File: config.mk
export PLATFORM = sky130hd
export DESIGN_NAME = crossbar_cfg_seq_flat
export DESIGN_NICKNAME = d
export VERILOG_FILES = /design/src/rtl/crossbar_cfg_seq_if.sv /design/src/rtl/crossbar_cfg_seq.sv /design/src/flat_wrapper.sv
export SDC_FILE = /design/constraint.sdc
export NUM_CORES = 1
export LEC_CHECK = 0
export BUFFER_PORTS_ARGS = -buffer_cell sky130_fd_sc_hd__buf_4
export CAP_MARGIN = 5
export CORE_MARGIN = 4
export CORE_UTILIZATION = 33
export DETAILED_ROUTE_END_ITERATION = 6
export SETUP_SLACK_MARGIN = 0.1
export SLEW_MARGIN = 20
export SYNTH_ARGS = -nofsm -noshare
export SYNTH_HDL_FRONTEND = slang
export SYNTH_SLANG_ARGS = --single-unit
File: constraint.sdc
create_clock -name clk -period 2.5 [get_ports clk]
set_input_delay 0.25 -clock clk [delete_from_list [all_inputs] [get_ports clk]]
set_output_delay 0.25 -clock clk [all_outputs]
set_load 0.005 [all_outputs]
File: src/rtl/crossbar_cfg_seq_if.sv
// Configuration-write channel for the crossbar schedule sequencer.
// The master offers slot writes; the sequencer accepts them while idle.
interface crossbar_cfg_seq_if #(
    parameter int CTRL_W = 5
) ();
    logic              cfg_valid;
    logic              cfg_ready;
    logic [1:0]        cfg_addr;
    logic [CTRL_W-1:0] cfg_data;

    modport master (
        output cfg_valid,
        output cfg_addr,
        output cfg_data,
        input  cfg_ready
    );

    modport slave (
        input  cfg_valid,
        input  cfg_addr,
        input  cfg_data,
        output cfg_ready
    );
endinterface

File: src/rtl/crossbar_cfg_seq.sv
// Four-slot schedule sequencer driving a 4x4 crossbar control word.
// Define CROSSBAR_SEQ_HOLD_EN to keep the last word on control while idle.
module crossbar_cfg_seq #(
    parameter int DWELL_W = 8,
    parameter int CTRL_W  = 5
) (
    input  logic               clk,
    input  logic               rst_n,
    crossbar_cfg_seq_if.slave  cfg,
    input  logic               start,
    input  logic               stop,
    input  logic               loop,
    input  logic [DWELL_W-1:0] dwell,
    output logic [CTRL_W-1:0]  control,
    output logic [1:0]         slot,
    output logic               busy,
    output logic               done
);

    typedef enum logic {
        IDLE,
        RUN
    } state_t;

    state_t             state;
    state_t             state_n;
    logic [CTRL_W-1:0]  tbl [4];
    logic [DWELL_W-1:0] dwell_q;
    logic [DWELL_W-1:0] dwell_n;
    logic [DWELL_W-1:0] cnt;
    logic [DWELL_W-1:0] cnt_n;
    logic [CTRL_W-1:0]  control_n;
    logic [CTRL_W-1:0]  idle_ctrl;
    logic [CTRL_W-1:0]  first_ctrl;
    logic [1:0]         slot_n;
    logic [1:0]         slot_nx;
    logic               busy_n;
    logic               done_n;
    logic               wr;

    assign cfg.cfg_ready = (state == IDLE);
    assign wr            = cfg.cfg_valid && (state == IDLE);
    assign slot_nx       = slot + 2'd1;

    // A write landing on slot 0 at the start edge must be seen by the run.
    assign first_ctrl = (wr && cfg.cfg_addr == 2'd0) ? cfg.cfg_data : tbl[0];

`ifdef CROSSBAR_SEQ_HOLD_EN
    assign idle_ctrl = control;
`else
    assign idle_ctrl = '0;
`endif

    always_comb begin
        state_n   = state;
        dwell_n   = dwell_q;
        cnt_n     = cnt;
        control_n = control;
        slot_n    = slot;
        busy_n    = busy;
        done_n    = 1'b0;
        unique case (state)
            IDLE: begin
                if (start && !stop) begin
                    state_n   = RUN;
                    dwell_n   = dwell;
                    cnt_n     = dwell;
                    control_n = first_ctrl;
                    slot_n    = 2'd0;
                    busy_n    = 1'b1;
                end
            end
            RUN: begin
                if (stop) begin
                    state_n   = IDLE;
                    control_n = idle_ctrl;
                    busy_n    = 1'b0;
                end else if (cnt != '0) begin
                    cnt_n = cnt - 1'b1;
                end else if (slot == 2'd3 && !loop) begin
                    state_n   = IDLE;
                    control_n = idle_ctrl;
                    busy_n    = 1'b0;
                    done_n    = 1'b1;
                end else begin
                    cnt_n     = dwell_q;
                    slot_n    = slot_nx;
                    control_n = tbl[slot_nx];
                end
            end
            default: state_n = IDLE;
        endcase
    end

    always_ff @(posedge clk or negedge rst_n) begin
        if (!rst_n) begin
            state   <= IDLE;
            dwell_q <= '0;
            cnt     <= '0;
            control <= '0;
            slot    <= 2'd0;
            busy    <= 1'b0;
            done    <= 1'b0;
            for (int i = 0; i < 4; i++) begin
                tbl[i] <= '0;
            end
        end else begin
            state   <= state_n;
            dwell_q <= dwell_n;
            cnt     <= cnt_n;
            control <= control_n;
            slot    <= slot_n;
            busy    <= busy_n;
            done    <= done_n;
            if (wr) begin
                tbl[cfg.cfg_addr] <= cfg.cfg_data;
            end
        end
    end

endmodule

File: src/flat_wrapper.sv
// flat-port wrapper written by rule: the top's interface ports become plain ports
module crossbar_cfg_seq_flat 
#(
    parameter int DWELL_W = 8,
    parameter int CTRL_W  = 5
)
  (clk, rst_n, start, stop, loop, dwell, control, slot, busy, done, cfg_cfg_valid, cfg_cfg_addr, cfg_cfg_data, cfg_cfg_ready);
  crossbar_cfg_seq_if #(.CTRL_W(CTRL_W)) cfg_i ();
  input  logic clk;
  input  logic rst_n;
  input  logic start;
  input  logic stop;
  input  logic loop;
  input  logic [DWELL_W-1:0] dwell;
  output logic [CTRL_W-1:0] control;
  output logic [1:0] slot;
  output logic busy;
  output logic done;
  input wire logic [$bits(cfg_i.cfg_valid)-1:0] cfg_cfg_valid;
  input wire logic [$bits(cfg_i.cfg_addr)-1:0] cfg_cfg_addr;
  input wire logic [$bits(cfg_i.cfg_data)-1:0] cfg_cfg_data;
  output wire logic [$bits(cfg_i.cfg_ready)-1:0] cfg_cfg_ready;
  assign cfg_i.cfg_valid = cfg_cfg_valid;
  assign cfg_i.cfg_addr = cfg_cfg_addr;
  assign cfg_i.cfg_data = cfg_cfg_data;
  assign cfg_cfg_ready = cfg_i.cfg_ready;
  crossbar_cfg_seq #(.DWELL_W(DWELL_W), .CTRL_W(CTRL_W)) u_core (.clk(clk), .rst_n(rst_n), .cfg(cfg_i), .start(start), .stop(stop), .loop(loop), .dwell(dwell), .control(control), .slot(slot), .busy(busy), .done(done));
endmodule
Word level (Yosys, flattened, before mapping)
Index checks and enable logic that the tools add are counted.
Widths: inputs -> output; s select.

storage, ports and cells
  register bits after elaboration = 46
  input port bits = 21
  output and inout bits = 10
  logic and storage cells = 77

cells by class
  add/sub/neg operators = 2
  magnitude comparators = 3
  equal/unequal tests = 8
  multiplexer cells = 36
  bitwise operators = 3
  reductions and logical operators = 14

operators by type and width
  cell                 number
  $mux 5               8
  $mux 8               4
  $bwmux 20            1
  $pmux 8 s2           1
  $mux 1               12
  $bmux 5 s2           1
  $demux 5 s2          1
  $pmux 5 s2           1
  $ne 3x3->1 const B   3
  $mux 2               4
  $reduce_bool 8->1    1
  $sub 8x1->8 const B  1
  $ge 3x3->1 const B   2
  $ne 2x2->1 const B   3
  $not 2->3            2
  $reduce_and 3->1     2
  $logic_and 1x1->1    5
  $pmux 1 s2           2
  $pmux 2 s2           1
  $reduce_and 2->1     2
  $reduce_and 4->1     1
  $lt 3x1->1 const B   1
  $add 2x1->2 const B  1
  $eq 2x2->1 const B   1
  other kinds (4)      5

Depth between registers and ports, before layout
Gate-level depths: netlist of the first run.

  word-level depth = 9
  gate-level depth with buffers = 8
  gate-level depth less buffers = 7

Worst setup path before layout of the first run
No wires, ideal clock.

  kind = register -> register
  start = reg u_core.cnt[0]
  end = reg u_core.cnt[0]
  library setup time = 126 ps
  arrival time = 1,862 ps
  data required time = 2,374 ps
  setup slack = 512 ps
  cell stages (with the launch flop) = 8
  path buffers = 0
  period minus slack after synthesis = 1,988 ps
  cells stage by stage = dfrtp_1 > inv_1 > ha_1 > or3b_2 > nor2_8 > a311oi_4 > o2111a_1 > a221o_1

on the way
  longest elaborated chain between the ends = 4
  elaborated cells on any way between the ends = 7
  classes of those cells = add/sub (1); eq/ne (1); mux (3); reduce/logical (2)

ends and longest elaborated chain
  what                                                     line                                            RTL
  start: declaration                                       crossbar_cfg_seq.sv:30                          logic [DWELL_W-1:0] cnt;
  start signal: assignment                                 crossbar_cfg_seq.sv:110                         cnt <= cnt_n;
  $sub 8x1->8 / $reduce_bool 8->1 (equally long branches)  crossbar_cfg_seq.sv:79, crossbar_cfg_seq.sv:78
  $mux 8                                                   crossbar_cfg_seq.sv:78                          end else if (cnt != '0) begin
  $mux 8                                                   crossbar_cfg_seq.sv:74                          if (stop) begin
  $pmux 8 s2                                               crossbar_cfg_seq.sv:62                          unique case (state)

Several ways; a longest one is shown, not always the timed one. The select of a mux whose other input is x is not followed.
A chain may end at the register's enable or synchronous reset.

Final worst setup path of the first run
Ends and elaborated chain as after synthesis.

==> reports/metrics.sh, run 1 <==
HPWLAFTERDP_UM=3670
INSERTEDDIODECOUNT=0
NUMBER_OF_LEVELS_THE_H_TREE_WAS_SPLIT_INTO=2
TOTAL_LEAKAGE_POWER_nW=1.18
CAP_VIOLATIONS=0
R2R_END='u_core.cnt[0]'
FMAXACHIEVABLE_MHz=443
SETUP_SLACK_AFTER_LAYOUT_NS=0.241
PLACEMENTROWS=30
YS_SEQ_AREA_SHARE_PCT=50.2
MOSTFREQUENTLAYOUTCELLS='sky130_fd_sc_hd__dfrtp_1 (46), sky130_fd_sc_hd__buf_4 (38), sky130_fd_sc_hd__mux2_2 (29), sky130_fd_sc_hd__nor2_1 (20), sky130_fd_sc_hd__nand2_1 (13)'
CLKSINKCOUNT=46
GLOBALROUTEOVERFLOWTOTAL=0
WL_UM=4900
NUMCTSBUFFERS=5
YS_TOP_CELLS_BY_AREA='sky130_fd_sc_hd__dfrtp_1 (50%), sky130_fd_sc_hd__mux2_2 (14%), sky130_fd_sc_hd__mux4_2 (4.9%)'
POSTSYNTHREGISTERBITS=46
FINAL-SETUP-VIOL-COUNT=0
GRT_MAX_DEGREE=47
CTS-ROOT-BUF='sky130_fd_sc_hd__clkbuf_8'
GRT_USE_TOTAL_PCT=12.7
DETAILEDROUTE.FIRSTPASSITERATIONCOUNT=4
CLOCK_TREE.BUFFER_DEPTH=2
DETAIL_ROUTE.ITER0.VIOLATIONS=76
HOLD_DEPTH=2
FINALWORSTPATHREQUIREDPERIOD_NS=2.26
FINALHOLDVIOLCOUNT=0
GRT_FIRST_PASS_WIRELENGTH_UM=8540
SYNTH_AREA_SQ_UM=2290
MAXSLEWHEADROOM_PCT=62.2
TIMING.CRITICAL_PATH.CELLS='inv_1 -> ha_1 -> or3b_2 -> nor2_8 -> a311oi_4 -> buf_4 -> nand2_1 -> a221o_1'
FIRST_GLOBAL_VIAS=1715
DIE_H_UM=91.3
CTS-RESIZED-GATES=0
TRITONCTS_CLOCK_TREE='built'
FILLCELLCOUNT=687
CRITICAL_PATH_REQUIRED_NS=2.70
SYN2LAYOUT_AREA_GROWTH_PCT=19.3
ROUTE.DETAILED.WL_PER_INST_UM=15.8
RSZ0062_AT_GRT='false'
TIMING.CRITICAL_PATH.SLOWEST_CELL_DELAY_NS=0.44
TIMING.HOLD.WORST.START='stop'
GRT_ANTENNA_BEFORE_REPAIR=0
UTILIZATION_PCT=40.5
CTS.CLK_SLEW.WORST_PATHS_NS=0.09
CLK_LATENCY_NS=0.31
MIN-DELAY-PATH-CLASS='input port to flip-flop'
AVGVIACOUNTPERCELL=5.19
TIMING.SETUP.TNS_NS=0
SYNTH_TOP_AREA_SHARE_PCT=50.2
WORSTSETUPSTARTPOINTTYPE='flip-flop'
NETLIST-CELL-TYPE-COUNT=41
HOLD_PATH_SINK='u_core.done'
PLACE.PORT_BUFFERS=30
REG2REG_DEPTH=8
LAYOUT_WORST_PATH_CYCLE_SHARE_PCT=90.4
NETLIST.TOP_CELL.BY_AREA='sky130_fd_sc_hd__dfrtp_1'
CORE_REGION_AREA_SQ_UM=6760
POST_ROUTE_CELLS_DRIVE_ABOVE_1_SHARE_PCT=37.2
ARRIVAL_TIME_OF_DATA_AT_THE_CRITICAL_PATH_ENDPOINT_NS=2.45
GPL.FINAL_WEIGHTED_CONGESTION=0.789
HIGHEST_IR_DROP_SEEN_ON_VDD_mV=0.321
POSTLAYOUTCELLAREA_SQ_UM=2740
FP.DIEAREA_SQ_UM=8340
FINAL_ANTENNA_NET_COUNT=0
CP_SLOWEST_CELL='sky130_fd_sc_hd__a311oi_4'
WORST_CLOCK_SKEW_NS=0.00958
IOPINCOUNT=31
INITIAL_CORE_UTIL_PCT=33.9
WORST-SLEW-PIN-TRANSITION_NS=0.566
R2R_SLACK_NS=0.24
TIMING.RR.START='u_core.cnt[0]'
OUTCOME='finished, final reports clean'
SYN_INST=193
DRCVIOLATIONCOUNT=0
SYN-NUM-NETS=217
MAXSLEWVIOLCOUNT=0
ENDPOINT_KIND='flip-flop'
LAYOUT.CELLS.MOST_COMMON='sky130_fd_sc_hd__dfrtp_1'
SYN_AREA_PER_CELL_SQ_UM=11.9
DETAILEDPLACE.WORSTSLACK_NS=0.238
CRIT_FANOUT=9
NUM_VIAS=1613
CHIPWIDTH_UM=91.3
DPL-INSTANCE-AREA_SQ_UM=2630
DESIGN.FINAL.NETS=254
YS_WARN_COUNT=0
POWER-PER-CELL-AREA_nW_PER_UM2=691
WORST-SETUP-PATH-TYPE='flip-flop to flip-flop'
[area by class of cell]
cell class / count / area [sq um] / share of cell area [%]
inverter: 4 / 15.0 / 0.549
sequential: 46 / 1150 / 42.1
timing repair buffer: 39 / 295 / 10.8
clock inverter: 3 / 23.8 / 0.869
tap: 80 / 100 / 3.66
multi-input combinational: 134 / 1080 / 39.5
clock buffer: 5 / 68.8 / 2.52
[per-layer routing]
layer	GRT usage (%)	wire length, um
met1	16.5	2230
met2	21.1	2380
met3	2.82	200
met4	4.15	85
met5	0	0
[how the worst max path moves through the flow]
stage               slack (ns)  depth (start not counted)           from             to
floorplan                 0.51                          7  u_core.cnt[0]  u_core.cnt[0]
global placement          0.33                          8  u_core.cnt[0]  u_core.cnt[0]
detailed placement        0.24                          8  u_core.cnt[0]  u_core.cnt[0]
CTS                       0.23                          8  u_core.cnt[0]  u_core.cnt[0]
global route              0.12                          8  u_core.cnt[0]  u_core.cnt[0]
finish                    0.24                          8  u_core.cnt[0]  u_core.cnt[0]
[kinds of logic (layout without fill, tap and decap cells)]
group	count (synthesis)	after routing	synth area share, %
buffers and inverters	13	51	2.62
XOR/XNOR	3	3	1.15
adder cells (fa/ha/maj)	3	3	1.64
multiplexers	35	35	19.6
AO/OA/AOI/OAI	39	39	12.3
flip-flops	46	46	50.2
AND/OR/NAND/NOR	54	54	12.4
[power breakdown]
group | internal (mW) | switching (mW)
sequential | 0.887 | 0.108
clock | 0.200 | 0.271
combinational | 0.244 | 0.179
[per-stage QoR]
step | power (mW) | hold WS [ns] | std cells
3_3_place_gp | 1.43 | 0.292 | 302
5_1_grt | 2.01 | 0.149 | 311
3_5_place_dp | 1.44 | 0.297 | 302
6_report | 1.89 | 0.139 | 311
2_1_floorplan | 1.28 | -0.0456 | 193
4_1_cts | 1.92 | 0.131 | 311
[critical path, delay by kind of cell, from the launching register on]
kind / cells / cell delay, ns
compound gates: 2 / 0.74
fa+ha+maj: 1 / 0.23
buf+inv: 2 / 0.35
flops: 1 / 0.43
simple gates: 3 / 0.39
[registers in the layout (all words and copies together) (netlist names)]
register,flops
u_core.done,1
u_core.slot,2
u_core.busy,1
u_core.cnt,8
u_core.dwell_q,8
u_core.state,1
u_core.tbl,20
u_core.control,5
[synthesized netlist by cell type]
| cell type | count |
|---|---|
| sky130_fd_sc_hd__a311oi_4 | 1 |
| sky130_fd_sc_hd__o22ai_1 | 1 |
| sky130_fd_sc_hd__dfrtp_1 | 46 |
| sky130_fd_sc_hd__and3b_1 | 1 |
| sky130_fd_sc_hd__o211ai_1 | 3 |
| sky130_fd_sc_hd__nand2_1 | 13 |
| sky130_fd_sc_hd__xnor2_1 | 3 |
| sky130_fd_sc_hd__nand2b_1 | 2 |
| sky130_fd_sc_hd__or4_4 | 1 |
| sky130_fd_sc_hd__nor3_1 | 2 |
| sky130_fd_sc_hd__o2111a_1 | 1 |
| sky130_fd_sc_hd__mux2i_1 | 1 |
| sky130_fd_sc_hd__nor2_1 | 20 |
| sky130_fd_sc_hd__a2bb2oi_2 | 1 |
| sky130_fd_sc_hd__buf_6 | 1 |
| sky130_fd_sc_hd__nor4b_1 | 1 |
| sky130_fd_sc_hd__a21o_1 | 2 |
| sky130_fd_sc_hd__inv_1 | 3 |
| sky130_fd_sc_hd__clkinv_1 | 1 |
| sky130_fd_sc_hd__buf_1 | 2 |
| sky130_fd_sc_hd__ha_1 | 3 |
| sky130_fd_sc_hd__nor2b_1 | 4 |
| sky130_fd_sc_hd__nor3b_1 | 2 |
| sky130_fd_sc_hd__o311ai_0 | 1 |
| sky130_fd_sc_hd__or3b_2 | 1 |
| sky130_fd_sc_hd__a211oi_1 | 1 |
| sky130_fd_sc_hd__o21ai_0 | 6 |
| sky130_fd_sc_hd__mux4_2 | 5 |
| sky130_fd_sc_hd__a22oi_1 | 5 |
| sky130_fd_sc_hd__buf_2 | 3 |
| sky130_fd_sc_hd__a21oi_1 | 8 |
| sky130_fd_sc_hd__mux2_2 | 29 |
| sky130_fd_sc_hd__a31oi_1 | 7 |
| sky130_fd_sc_hd__nor2_8 | 1 |
| sky130_fd_sc_hd__nor4_1 | 2 |
| sky130_fd_sc_hd__nand4_1 | 1 |
| sky130_fd_sc_hd__nand3_1 | 2 |
| sky130_fd_sc_hd__a221o_1 | 1 |
| sky130_fd_sc_hd__nor3b_2 | 1 |
| sky130_fd_sc_hd__clkbuf_1 | 3 |
| sky130_fd_sc_hd__o32ai_1 | 1 |
[what timing repair did]
action,4_1_cts,5_1_grt
endpoints found under the hold margin,46,0
buffers inserted,0,0
hold buffers,1,0
Power figures use the tool's default switching activity.
==> run 2, diff against run 1 <==
- CORE_UTILIZATION: 33 -> 57
- PLACE_DENSITY: default -> 0.79
- SETUP_SLACK_MARGIN: 0.1 -> 0.3
==> run 2 against run 1 <==
Net effect: sequential share of layout area fell by 0.63 points; design area rose by 1.5%; sequential cell count did not move; global-route usage rose by 8.0 points; die area fell by 39%; wire length rose by 1.4%; critical path type unchanged; fmax rose by 7.2%; critical path depth fell by 1; cell count fell by 9.3%; via count rose by 5.8%; critical endpoint unchanged; total power rose by 11%; worst setup slack improved by 0.15 ns.
==> reports/metrics.sh, run 2 (synthesized netlist as in run 1, its figures left out) <==
OUTCOME='finished, final reports clean'
MAXSLEWVIOLCOUNT=0  # unchanged
POWER-PER-CELL-AREA_nW_PER_UM2=758  # +9.7%
R2R_SLACK_NS=0.39  # +0.15 ns
DESIGN.FINAL.NETS=257  # +1.2%
LAYOUT_WORST_PATH_CYCLE_SHARE_PCT=84.3  # -6.0 points
COMBINATIONALPOWERSHARE_PCT=21.2  # -1.2 points
PLACE.PORT_BUFFERS=30  # unchanged
GPL.FINAL_WEIGHTED_CONGESTION=0.945  # +20%
FINAL_ANTENNA_NET_COUNT=0  # unchanged
DRCVIOLATIONCOUNT=0  # unchanged
WORST-SLEW-PIN-TRANSITION_NS=0.569  # +0.00242 ns
WORST_CLOCK_SKEW_NS=0.0121  # +0.00250 ns
DIE_H_UM=71.4  # -22%
CTS.CLK_SLEW.WORST_PATHS_NS=0.09  # about the same
INITIAL_CORE_UTIL_PCT=60.8  # +27 points
GLOBALROUTEOVERFLOWTOTAL=0  # unchanged
FP.DIEAREA_SQ_UM=5100  # -39%
TRITONCTS_CLOCK_TREE='built'
CLOCK_POWER_SHARE_PCT=31.4  # +6.5 points
CLK_LATENCY_NS=0.30  # about the same
GRT_FIRST_PASS_WIRELENGTH_UM=8360  # -2.0%
ARRIVAL_TIME_OF_DATA_AT_THE_CRITICAL_PATH_ENDPOINT_NS=2.30  # -0.15 ns
TIMING.CRITICAL_PATH.SLOWEST_CELL_DELAY_NS=0.43  # about the same
CRITPATHBUFINV=1  # -1
POWER_SWITCHING_SHARE_PCT=26.9  # -2.6 points
SEQPWRFRAC_PCT=47.4  # -5.3 points
WL_UM=4970  # +1.4%
AREA_OF_COMBINATIONAL_CELLS_WITH_MULTIPLE_INPUTS_SQ_UM=1090  # +1.3%
PLACEMENTROWS=22  # -27%
AVGVIACOUNTPERCELL=6.05  # +17%
NUMBER_OF_LEVELS_THE_H_TREE_WAS_SPLIT_INTO=2  # unchanged
ENDPOINT_KIND='flip-flop'
MIN-DELAY-PATH-CLASS='input port to flip-flop'
DETAILEDPLACE.WORSTSLACK_NS=0.201  # -0.0373 ns
INSERTEDDIODECOUNT=0  # unchanged
HPWLAFTERDP_UM=3620  # -1.5%
MOSTFREQUENTLAYOUTCELLS='sky130_fd_sc_hd__dfrtp_1 (46), sky130_fd_sc_hd__buf_4 (41), sky130_fd_sc_hd__mux2_2 (29), sky130_fd_sc_hd__nor2_1 (20), sky130_fd_sc_hd__nand2_1 (13)'
TIMING.CRITICAL_PATH.CELLS='inv_1 -> ha_1 -> or3b_4 -> nor2_8 -> a311oi_4 -> o2111a_1 -> a221o_1'
FMAXACHIEVABLE_MHz=474  # +7.2%
FILLCELLCOUNT=255  # -63%
FINALWORSTPATHREQUIREDPERIOD_NS=2.11  # -0.151 ns
TOTAL_LEAKAGE_POWER_nW=1.23  # +4.0%
IOPINCOUNT=31  # unchanged
BIGGESTREGSBYFLOPS='u_core.tbl: 20 flops, u_core.cnt: 8 flops, u_core.dwell_q: 8 flops'
TIMING.SETUP.TNS_NS=0  # unchanged
CHIPWIDTH_UM=71.4  # -22%
GRT_USE_TOTAL_PCT=20.7  # +8.0 points
CELL_INTERNAL_PWR_mW=1.54  # +16%
CRIT_FAMILY='simple AND/OR/NAND/NOR gates'
FIRST_GLOBAL_VIAS=1771  # +3.3%
LAYOUT.CELLS.MOST_COMMON='sky130_fd_sc_hd__dfrtp_1'
SETUP_SLACK_AFTER_LAYOUT_NS=0.392  # +0.151 ns
TOP_REGISTER='u_core.tbl'
ROUTE.DETAILED.WL_PER_INST_UM=17.6  # +12%
HIGHEST_IR_DROP_SEEN_ON_VDD_mV=0.470  # +46%
SWITCHING_POWER_mW=0.566  # +1.4%
CRIT_FANOUT=6  # -3
RSZ0062_AT_GRT='false'
CLOCK_TREE.BUFFER_DEPTH=2  # unchanged
LARGEST_REGISTER_FFS=20  # unchanged
FINAL-SETUP-VIOL-COUNT=0  # unchanged
CAP_VIOLATIONS=0  # unchanged
FINALHOLDVIOLCOUNT=0  # unchanged
SYN2LAYOUT_AREA_GROWTH_PCT=21.1
CTS-ROOT-BUF='sky130_fd_sc_hd__clkbuf_8'
GRT_MAX_DEGREE=47  # unchanged
NUM_VIAS=1706  # +5.8%
DETAIL_ROUTE.ITER0.VIOLATIONS=85  # +12%
WORST-SETUP-PATH-TYPE='flip-flop to flip-flop'
CORE_REGION_AREA_SQ_UM=3770  # -44%
DETAILEDROUTE.FIRSTPASSITERATIONCOUNT=4  # unchanged
POST_ROUTE_CELLS_DRIVE_ABOVE_1_SHARE_PCT=38.0  # +0.80 points
SEQUENTIAL_CELL_AREA_SQ_UM=1150  # unchanged
WORSTSETUPSTARTPOINTTYPE='flip-flop'
CP_SLOWEST_CELL='sky130_fd_sc_hd__dfrtp_1'
CLKSINKCOUNT=46  # unchanged
CRITICAL_PATH_REQUIRED_NS=2.69  # about the same
MAXSLEWHEADROOM_PCT=62.1  # -0.16 points
GRT_ANTENNA_BEFORE_REPAIR=0  # unchanged
NUMCTSBUFFERS=5  # unchanged
run 2: per-layer routing:
metal | global-route usage, % | routed length [um]
met5 | 0 | 0
met2 | 37.1 | 2760
met3 | 4.77 | 207
met1 | 25.3 | 1970
met4 | 4.59 | 21
run 2: per-stage QoR:
step           hold slack [ns]  instances  utilization, %  area, sq um  total power [mW]
2_1_floorplan          -0.0456        193               -         2290              1.28
6_report                 0.161        282            73.6         2780              2.10
3_3_place_gp             0.272        268            68.3         2580              1.41
3_5_place_dp             0.284        268            68.3         2580              1.45
5_1_grt                  0.160        282            73.6         2780              2.21
4_1_cts                  0.157        280            72.9         2750              2.11
run 2: cell type report:
type | instances | share of cell area, %
Clock inverter | 3 | 2.48
Sequential cell | 46 | 41.5
Tap cell | 48 | 2.16
Inverter | 4 | 0.541
Timing Repair Buffer | 42 | 11.4
Clock buffer | 5 | 2.48
Multi-Input combinational cell | 134 | 39.4
run 2: power by group through the flow:
| stage | clock [mW] | combinational [mW] | sequential (mW) |
|---|---|---|---|
| 2_1_floorplan | 0 | 0.304 | 0.972 |
| 3_3_place_gp | 0 | 0.411 | 0.994 |
| 3_5_place_dp | 0 | 0.436 | 1.01 |
| 4_1_cts | 0.669 | 0.443 | 0.996 |
| 5_1_grt | 0.702 | 0.492 | 1.01 |
| 6_report | 0.660 | 0.446 | 0.998 |
run 2: repair_timing:
action | CTS | global route
setup buffers | 3 | 2
pin swaps | 1 | 1
hold buffers | 1 | 0
gates resized for setup | 0 | 2
endpoints found under the setup margin | 1 | 8
endpoints found under the hold margin | 46 | 0
run 2: final timing paths:
check                                   start                end  cells past startpoint
worst max register to register  u_core.cnt[0]      u_core.cnt[0]                      7
worst min-delay path                     stop        u_core.done                      2
max in group asynchronous               rst_n  u_core.control[1]                      2
min in group asynchronous               rst_n  u_core.dwell_q[3]                      2
worst min register to register    u_core.busy        u_core.busy                      1
worst max-delay path            u_core.cnt[0]      u_core.cnt[0]                      7
==> run 3, diff against run 2 <==
- clock period: 2.5 -> 2 ns (I/O delays scaled with it)
==> run 3 against run 2 <==
Net effect: wire length grew 19%; die area is the same; first-iteration DRC count grew 140%; combinational power grew 61%; design area grew 8.9%; sequential share of layout area shrank 3.4 points; global-route usage grew 2.8 points; utilization grew 6.5 points; via count grew 7.3%; fmax grew 9.7%; largest cell class is now multi-input combinational cells; highest routed layer unchanged.
==> reports/metrics.sh, run 3 (synthesized netlist as in run 1, its figures left out) <==
DETAIL_ROUTE.ITER0.VIOLATIONS=207  # +140%
BIGGESTREGSBYFLOPS='u_core.tbl: 20 flops, u_core.cnt: 8 flops, u_core.dwell_q: 8 flops'
POST_ROUTE_CELLS_DRIVE_ABOVE_1_SHARE_PCT=52.0  # +14 points
CRITICAL_PATH_REQUIRED_NS=2.19  # -0.50 ns
R2R_SLACK_NS=0.08  # -0.31 ns
FMAXACHIEVABLE_MHz=520  # +9.7%
CLOCK_TREE.BUFFER_DEPTH=2  # unchanged
DRCVIOLATIONCOUNT=0  # unchanged
POWER_SWITCHING_SHARE_PCT=27.8  # +0.92 points
INITIAL_CORE_UTIL_PCT=60.8  # unchanged
POWER-PER-CELL-AREA_nW_PER_UM2=919  # +21%
INSERTEDDIODECOUNT=0  # unchanged
FIRST_GLOBAL_VIAS=1912  # +8.0%
MOSTFREQUENTLAYOUTCELLS='sky130_fd_sc_hd__buf_4 (55), sky130_fd_sc_hd__dfrtp_1 (46), sky130_fd_sc_hd__mux2_2 (28), sky130_fd_sc_hd__nor2_1 (13), sky130_fd_sc_hd__nand2_1 (11)'
WL_UM=5910  # +19%
RSZ0062_AT_GRT='true'
PLACEMENTROWS=22  # unchanged
GLOBALROUTEOVERFLOWTOTAL=0  # unchanged
AVGVIACOUNTPERCELL=6.10  # +0.83%
CAP_VIOLATIONS=0  # unchanged
FINALHOLDVIOLCOUNT=0  # unchanged
ARRIVAL_TIME_OF_DATA_AT_THE_CRITICAL_PATH_ENDPOINT_NS=2.11  # -0.19 ns
GRT_USE_TOTAL_PCT=23.6  # +2.8 points
FINAL_ANTENNA_NET_COUNT=0  # unchanged
GRT_MAX_DEGREE=47  # unchanged
TIMING.SETUP.TNS_NS=0  # unchanged
COMBINATIONALPOWERSHARE_PCT=25.9  # +4.7 points
SWITCHING_POWER_mW=0.773  # +37%
CHIPWIDTH_UM=71.4  # unchanged
TOTAL_LEAKAGE_POWER_nW=1.35  # +9.9%
DESIGN.FINAL.NETS=275  # +7.0%
OUTCOME='finished, final reports clean'
HOLD_PATH_SINK='u_core.done'
GRT_ANTENNA_BEFORE_REPAIR=0  # unchanged
CTS-ROOT-BUF='sky130_fd_sc_hd__clkbuf_8'
SEQPWRFRAC_PCT=44.5  # -2.9 points
NUMBER_OF_LEVELS_THE_H_TREE_WAS_SPLIT_INTO=2  # unchanged
IOPINCOUNT=31  # unchanged
FINAL-SETUP-VIOL-COUNT=0  # unchanged
CTS.CLK_SLEW.WORST_PATHS_NS=0.09  # about the same
LARGEST_REGISTER_FFS=20  # unchanged
PLACE.PORT_BUFFERS=30  # unchanged
MAXSLEWVIOLCOUNT=0  # unchanged
DIE_H_UM=71.4  # unchanged
MIN-DELAY-PATH-CLASS='input port to flip-flop'
GPL.FINAL_WEIGHTED_CONGESTION=0.834  # -12%
HIGHEST_IR_DROP_SEEN_ON_VDD_mV=0.684  # +45%
GRT_FIRST_PASS_WIRELENGTH_UM=9250  # +11%
WORST_HOLD_SLACK_NS=0.112  # -0.0493 ns
TOP_REGISTER='u_core.tbl'
CLOCK_POWER_SHARE_PCT=29.6  # -1.8 points
FILLCELLCOUNT=227  # -11%
LAYOUT.CELLS.MOST_COMMON='sky130_fd_sc_hd__buf_4'
TRITONCTS_CLOCK_TREE='built'
REG2REG_DEPTH=7  # unchanged
DETAILEDROUTE.FIRSTPASSITERATIONCOUNT=4  # unchanged
HOLD_DEPTH=2  # unchanged
ENDPOINT_KIND='flip-flop'
SYN2LAYOUT_AREA_GROWTH_PCT=31.9
CRIT_FANOUT=5  # -1
CLK_LATENCY_NS=0.30  # about the same
WORST-SETUP-PATH-TYPE='flip-flop to flip-flop'
MAXSLEWHEADROOM_PCT=61.9  # -0.18 points
SETUP_SLACK_AFTER_LAYOUT_NS=0.0781  # -0.314 ns
LAYOUT_WORST_PATH_CYCLE_SHARE_PCT=96.1  # +12 points
DETAILEDPLACE.WORSTSLACK_NS=0.0753  # -0.125 ns
HPWLAFTERDP_UM=3620  # +0.14%
FINALWORSTPATHREQUIREDPERIOD_NS=1.92  # -0.186 ns
FP.DIEAREA_SQ_UM=5100  # unchanged
WORSTSETUPSTARTPOINTTYPE='flip-flop'
TIMING.RR.START='u_core.cnt[1]'
WORST-SLEW-PIN-TRANSITION_NS=0.572  # +0.00269 ns
TIMING.HOLD.WORST.START='stop'
R2R_END='u_core.cnt[0]'
CELL_INTERNAL_PWR_mW=2.01  # +30%
CLKSINKCOUNT=46  # unchanged
CORE_REGION_AREA_SQ_UM=3770  # unchanged
WORST_CLOCK_SKEW_NS=0.00839  # -0.00370 ns
NUM_VIAS=1830  # +7.3%
ROUTE.DETAILED.WL_PER_INST_UM=19.7  # +12%
NUMCTSBUFFERS=5  # unchanged
==> run 3: changes by cell type in the layout (fill, tap and decap cells not counted), sizes merged <==
| cell | change |
|---|---|
| buf | +18 |
| clkinv | -1 |
| inv | +1 |
==> run 3: layout make-up <==
| cell class | instances | area [sq um] | area share, % |
|---|---|---|---|
| Clock buffer | 5 | 68.8 | 2.28 |
| Inverter | 4 | 17.5 | 0.579 |
| Timing Repair Buffer | 60 | 468 | 15.5 |
| Sequential cell | 46 | 1150 | 38.1 |
| Multi-Input combinational cell | 134 | 1190 | 39.3 |
| Clock inverter | 3 | 68.8 | 2.28 |
| Tap cell | 48 | 60.1 | 1.99 |
==> run 3: worst max-delay path by stage <==
stage	start	to	slack (ns)
after global placement	u_core.state	u_core.control[1]	0.13
final	u_core.cnt[1]	u_core.cnt[0]	0.08
after CTS	u_core.cnt[1]	u_core.cnt[0]	0.16
after floorplan	u_core.cnt[0]	u_core.cnt[0]	0.17
after global routing	u_core.cnt[1]	u_core.cnt[0]	0.05
after detailed placement	u_core.cnt[0]	u_core.cnt[0]	0.08
==> run 3: power by group through the flow <==
stage	combinational [mW]	clock [mW]	sequential, mW
CTS	0.645	0.831	1.22
global placement	0.568	0	1.23
finish	0.720	0.822	1.24
global route	0.777	0.883	1.26
detailed placement	0.593	0	1.25
floorplan	0.391	0	1.22
==> run 3: per-layer routing <==
metal	GRT usage (%)	up-vias	part of all wire (%)
met3	5.33	19	5.5
li1	-	825	-
met5	0	-	0
met4	10.2	0	3.0
met2	41.0	76	53
met1	27.8	910	38
==> run 3: stage by stage <==
stage	instances	instance area [sq um]	total power, mW	util [%]
2_1_floorplan	193	2310	1.61	-
3_3_place_gp	276	2650	1.80	70.3
3_5_place_dp	276	2650	1.84	70.3
4_1_cts	294	2890	2.70	76.6
5_1_grt	300	3020	2.92	80.2
6_report	300	3020	2.78	80.2
==> run 3: worst max-delay path, cell delays in order (launching register included) <==
cell	delay, ns
sky130_fd_sc_hd__dfrtp_1	0.41
sky130_fd_sc_hd__inv_2	0.09
sky130_fd_sc_hd__ha_4	0.13
sky130_fd_sc_hd__or3b_4	0.41
sky130_fd_sc_hd__nor2_8	0.17
sky130_fd_sc_hd__a311oi_4	0.14
sky130_fd_sc_hd__o2111a_1	0.18
sky130_fd_sc_hd__a221o_1	0.27
==> run 3: timing repair <==
action,4_1_cts,5_1_grt
gates resized for setup,7,25
hold buffers,1,0
pin swaps,5,6
buffers inserted,9,6
setup endpoints to repair,18,23
hold endpoints to repair,46,0
